==> src/rtl/tdc_line_sampler.sv <==
// tdc_line_sampler: tapped delay line, 2-flop tap sampling, capture FSM and thermometer encoder
module tdc_line_sampler #(
  parameter int    N        = 64,
  parameter string DL_TYPE  = "DMUX",
  parameter string ENC_MODE = "EDGE",
  parameter int    TIMEOUT  = 255
) (
  input  logic                   clk,
  input  logic                   rst_n,
  input  logic                   pulse_i,
  input  logic                   arm_i,
  input  logic                   ready_i,
  output logic                   valid_o,
  output logic [$clog2(N+1)-1:0] result_o,
  output logic [N-1:0]           raw_o,
  output logic                   ovf_o,
  output logic                   tmo_o,
  output logic                   busy_o
);
  localparam int RW = $clog2(N+1);
  localparam logic [1:0] S_IDLE  = 2'd0;
  localparam logic [1:0] S_ARMED = 2'd1;
  localparam logic [1:0] S_ENC   = 2'd2;
  localparam logic [1:0] S_VALID = 2'd3;

  if (N < 8 || N > 256) begin : g_bad_n
    $error("tdc_line_sampler: N must be in 8..256");
  end
  if (DL_TYPE != "DMUX" && DL_TYPE != "DBUF") begin : g_bad_dl
    $error("tdc_line_sampler: DL_TYPE must be DMUX or DBUF");
  end
  if (ENC_MODE != "EDGE" && ENC_MODE != "COUNT") begin : g_bad_enc
    $error("tdc_line_sampler: ENC_MODE must be EDGE or COUNT");
  end
  if (TIMEOUT < 1 || TIMEOUT > 65535) begin : g_bad_to
    $error("tdc_line_sampler: TIMEOUT must be in 1..65535");
  end

  logic [1:0]    state;
  logic [N-1:0]  tap, s1, s2, cap;
  logic [15:0]   tcnt;
  logic [N+1:0]  ext;
  logic [RW-1:0] enc, pop, code;

  // Each cell owns its output net so the chain is a plain DAG of separate signals
  for (genvar k = 0; k < N; k++) begin : g_cell
    logic d, t;
    if (k == 0) begin : g_head
      assign d = pulse_i;
    end else begin : g_link
      assign d = g_cell[k-1].t;
    end
    if (DL_TYPE == "DMUX") begin : g_mux
      assign t = d ? 1'b1 : 1'b0;
    end else begin : g_buf
      assign t = d;
    end
    assign tap[k] = t;
  end

  assign busy_o  = state != S_IDLE;
  assign valid_o = state == S_VALID;
  assign code    = (ENC_MODE == "COUNT") ? pop : enc;

  // Encoder: majority-filtered first-zero search and raw popcount over the capture
  always_comb begin
    ext = {1'b0, cap, 1'b1};
    enc = RW'(N);
    pop = '0;
    for (int i = N - 1; i >= 0; i--)
      if (!((ext[i] & ext[i+1]) | (ext[i] & ext[i+2]) | (ext[i+1] & ext[i+2]))) enc = RW'(i);
    for (int i = 0; i < N; i++)
      pop = pop + RW'(cap[i]);
  end

  // Two-flop synchroniser on every tap
  always_ff @(posedge clk or negedge rst_n) begin
    if (!rst_n) begin
      s1 <= '0;
      s2 <= '0;
    end else begin
      s1 <= tap;
      s2 <= s1;
    end
  end

  // Measurement FSM: arm, wait for hit or timeout, encode, hold until accepted
  always_ff @(posedge clk or negedge rst_n) begin
    if (!rst_n) begin
      state    <= S_IDLE;
      cap      <= '0;
      tcnt     <= '0;
      result_o <= '0;
      raw_o    <= '0;
      ovf_o    <= 1'b0;
      tmo_o    <= 1'b0;
    end else begin
      case (state)
        S_IDLE: if (arm_i) begin
          state <= S_ARMED;
          tcnt  <= '0;
          tmo_o <= 1'b0;
        end
        S_ARMED: if (s2[0]) begin
          cap   <= s2;
          state <= S_ENC;
        end else if (tcnt == 16'(TIMEOUT - 1)) begin
          cap      <= '0;
          result_o <= '0;
          raw_o    <= '0;
          ovf_o    <= 1'b0;
          tmo_o    <= 1'b1;
          state    <= S_VALID;
        end else begin
          tcnt <= tcnt + 16'd1;
        end
        S_ENC: begin
          result_o <= code;
          raw_o    <= cap;
          ovf_o    <= &cap;
          state    <= S_VALID;
        end
        default: if (ready_i) begin
          state <= arm_i ? S_ARMED : S_IDLE;
          tcnt  <= '0;
          if (arm_i) tmo_o <= 1'b0;
        end
      endcase
    end
  end
endmodule

==> config.mk <==
export PLATFORM = sky130hd
export DESIGN_NAME = tdc_line_sampler
export DESIGN_NICKNAME = d
export VERILOG_FILES = /design/src/rtl/tdc_line_sampler.sv
export SDC_FILE = /design/constraint.sdc
export NUM_CORES = 1
export LEC_CHECK = 0
export CORE_MARGIN = 5
export CORE_UTILIZATION = 44
export CTS_CLUSTER_DIAMETER = 100
export DETAILED_ROUTE_END_ITERATION = 16
export HOLD_SLACK_MARGIN = 0.03
export PLACE_DENSITY_LB_ADDON = 0.2
export RECOVER_POWER = 50
export SLEW_MARGIN = 20
export SYNTH_ARGS = -nofsm -noshare
export SYNTH_HDL_FRONTEND = slang
export SYNTH_SLANG_ARGS = --single-unit
==> constraint.sdc <==
create_clock -name clk -period 2.8 [get_ports clk]
set_clock_uncertainty 0.1 [all_clocks]
set_input_delay 0.56 -clock clk [delete_from_list [all_inputs] [get_ports clk]]
set_output_delay 0.56 -clock clk [all_outputs]
set_load 0.05 [all_outputs]
==> key figures <==
Critical path
  • Critical path class: reg2out
  • Worst R2R Setup Slack: about 340 ps
  • Crit-path slowest cell: clkdlybuf4s50_1
  • Crit end category: output pin
  • CP dominant cell by count: inv_1
  • Worst r2r dst: tcnt[15]$_DFFE_PN0P_
  • Required @ worst endpoint: 2140 ps
  • CP peak stage delay: approximately 790 ps
  • Critical path fanouts, max: 6
  • Crit path buf inv count: 3
  • Crit path depth: 4
  • Worst setup path end: busy_o
  • Critical Path Start: state[1]$_DFFE_PN0P_
  • Worst R2R Path Depth: 8
  • Crit path DAT: 1910 ps
  • Reg2reg start: tcnt[0]$_DFFE_PN0P_
  • Worst-path cell chain: inv_1 > ha_1 > inv_1 > clkdlybuf4s50_1
  • Top Family by Delay on Critical Path: buffers and inverters
  • Worst Setup Start Kind: flip-flop

Layout
  • Diodes inserted: 0
  • Area Growth Syn to Fin: 34.46%
  • Share of cells above drive strength 1: between 20% and 30%
  • Finished Core Util: 59.92%
  • Cell area after layout: 2793 um^2
  • Nets: 261

Global routing
  • Tot GR Track Use: about 15%
  • Vias in the first global route: roughly 1500
  • Initial antenna violation count: 0
  • GRT overflow: 0
  • First-pass GRT wire length: 7.645 mm
  • Largest net degree at the start of global routing: 42

Clock tree
  • Post-CTS Setup Bufs: 0
  • Hold_buf cts: 0
  • Clk root buf: clkbuf_8
  • Total CTS buffers: 3
  • Post-cts gate resize count: 0
  • H-tree Lvls: 1
  • CTS tree: built
  • Clk_lat worst skew: 280 ps
  • Clk sink count: 28
  • Clock slew at reported path FFs: 100 ps
  • Bufs on Longest Clock Path: 2

Timing
  • Fmax: 388.9 MHz
  • Slew at the pin closest to its max-slew limit: 1447 ps
  • Slew Limit Fails: 0
  • Relative slew slack: around 3.5%
  • Final min period: 2571 ps
  • Setup TNS: 0 ps
  • Final hold violation count: 0
  • Period utilization: 91.83%
  • # setup viols final: 0
  • RSZ-0062 raised after global routing: false

Placement
  • Placed cell area: 3068 um^2
  • Routability cong.: 0.9183
  • I/O Buffers: 75
  • DP HPWL: 3.742 mm

Synth
  • Top_reg_cell synth: dfrtp_1
  • Library cells used by synthesis: 48
  • EDFF count, synth: 0
  • Avg Cell Area, Syn: ~9 um^2
  • Post-synthesis async set-or-reset flop share: 100.0%
  • Post-Syn Area: 2077 um^2
  • Gate Count Post-Synth: 230
  • Yosys warns: 0
  • Synth Register Bits: 28
  • Sequential share of the synthesized area: about a third

Routing
  • WL/cell: around 16 um
  • Vias per cell: about 5.2
  • Via count: 1579
  • Drt pass-1 iters: 4
  • Routed Antenna Nets: 0
  • Final WL: 4.697 mm
  • Drt initial violations: 37
  • Number of remaining DRC errors: 0

Hold path
  • Hold Crit Class: reg2reg

Floorplan
  • Die Ht: 78.71 um
  • Core box area: between 4000 and 5000 um^2
  • Total die area: 6194 um^2
  • Die Wd: 78.71 um
  • # rows: 25
  • Starting Density: 44.56%
  • # IOs: 80

Flow run
  • Maxcap violations: 0

Outcome
  • Status: finished, final reports clean
metrics by stage:
stage,hold slack [ps],instances,worst slack (ps)
2_1_floorplan,164.4,233,193.2
3_3_place_gp,234.0,299,410.6
3_5_place_dp,241.6,299,342.7
4_1_cts,264.4,303,223.1
5_1_grt,278.3,303,122.8
6_report,271.3,303,228.7
flip-flops by register name, indices dropped and copies added, names as in the netlist:
| name | count |
|---|---|
| tcnt | 16 |
| result_o | 3 |
| raw_o | 2 |
| state | 2 |
| cap | 1 |
| ovf_o | 1 |
| s1 | 1 |
| s2 | 1 |
| tmo_o | 1 |
routing by layer:
metal	wire length, um	GRT usage, %	vias up
li1	-	-	761
met1	2263	21.61	729
met2	1977	23.85	80
met3	361	1.927	9
met4	95	6.294	0
met5	0	0	-
final cells by class:
type,instances,area [um^2]
tap,54,67.56
sequential,28,700.7
clock buffer,3,41.29
timing repair buffer,82,1100
clock inverter,1,30.03
inverter,9,38.79
fill,387,1868
multi-input combinational,126,814.5
how the worst min path moves through the flow:
stage                          start                  to  slack, ps  depth (start not counted)
finish              s1[62]$_DFF_PN0_    s2[62]$_DFF_PN0_        270                          0
global route        s1[62]$_DFF_PN0_    s2[62]$_DFF_PN0_        280                          0
CTS                 s1[62]$_DFF_PN0_    s2[62]$_DFF_PN0_        260                          0
detailed placement  s1[62]$_DFF_PN0_    s2[62]$_DFF_PN0_        240                          0
global placement    s1[62]$_DFF_PN0_    s2[62]$_DFF_PN0_        230                          0
floorplan                      rst_n  cap[0]$_DFFE_PN0P_        160                          0
cells in the mapped netlist (2+ instances only):
cell	count	share of area (%)
a211o_1	4	1.7
a21oi_1	14	3.4
a221o_1	2	0.96
a31oi_1	2	0.60
and2_1	2	0.60
and3_1	4	1.2
buf_4	66	24
buf_6	3	1.6
dfrtp_1	28	34
ha_1	6	3.6
inv_1	8	1.4
mux2i_1	3	1.4
nand2_1	21	3.8
nand3_1	5	1.2
nand4_1	2	0.60
nor2_1	8	1.4
nor3_1	6	1.4
nor3b_1	2	0.72
o21ai_0	13	3.1
or3_1	2	0.60
or3_2	2	0.72
kinds of logic after synthesis:
group,after synthesis,synth area share (%)
other cells,1,0.1805
xor+xnor,2,0.8435
flops,28,33.73
fa+ha+maj,6,3.614
simple gates,64,17.29
compound gates,46,14.58
mux,4,2.169
buf+inv,79,27.59
cell usage in the layout, fill, tap and decap left out, types with 2 or more instances in the layout:
| cell type | netlist | routed |
|---|---|---|
| nand2_1 | 21 | 21 |
| o21ai_0 | 13 | 13 |
| nand3_1 | 5 | 5 |
| dlygate4sd3_1 | 0 | 2 |
| clkbuf_8 | 0 | 3 |
| buf_12 | 0 | 43 |
| a21oi_1 | 14 | 14 |
| dfrtp_1 | 28 | 28 |
| and2_1 | 2 | 2 |
| or3_2 | 2 | 2 |
| or3_1 | 2 | 2 |
| nor3b_1 | 2 | 2 |
| buf_4 | 66 | 3 |
| clkdlybuf4s50_1 | 0 | 10 |
| conb_1 | 1 | 4 |
| nor2_1 | 8 | 8 |
| mux2i_1 | 3 | 3 |
| nand4_1 | 2 | 2 |
| a221o_1 | 2 | 2 |
| inv_1 | 8 | 8 |
| and3_1 | 4 | 4 |
| clkbuf_2 | 0 | 2 |
| nor3_1 | 6 | 6 |
| clkbuf_1 | 0 | 21 |
| a211o_1 | 4 | 4 |
| a31oi_1 | 2 | 2 |
| ha_1 | 6 | 6 |
Power is not shown: default switching activity piles up to over one toggle a cycle in this logic, so the estimate is an artifact.
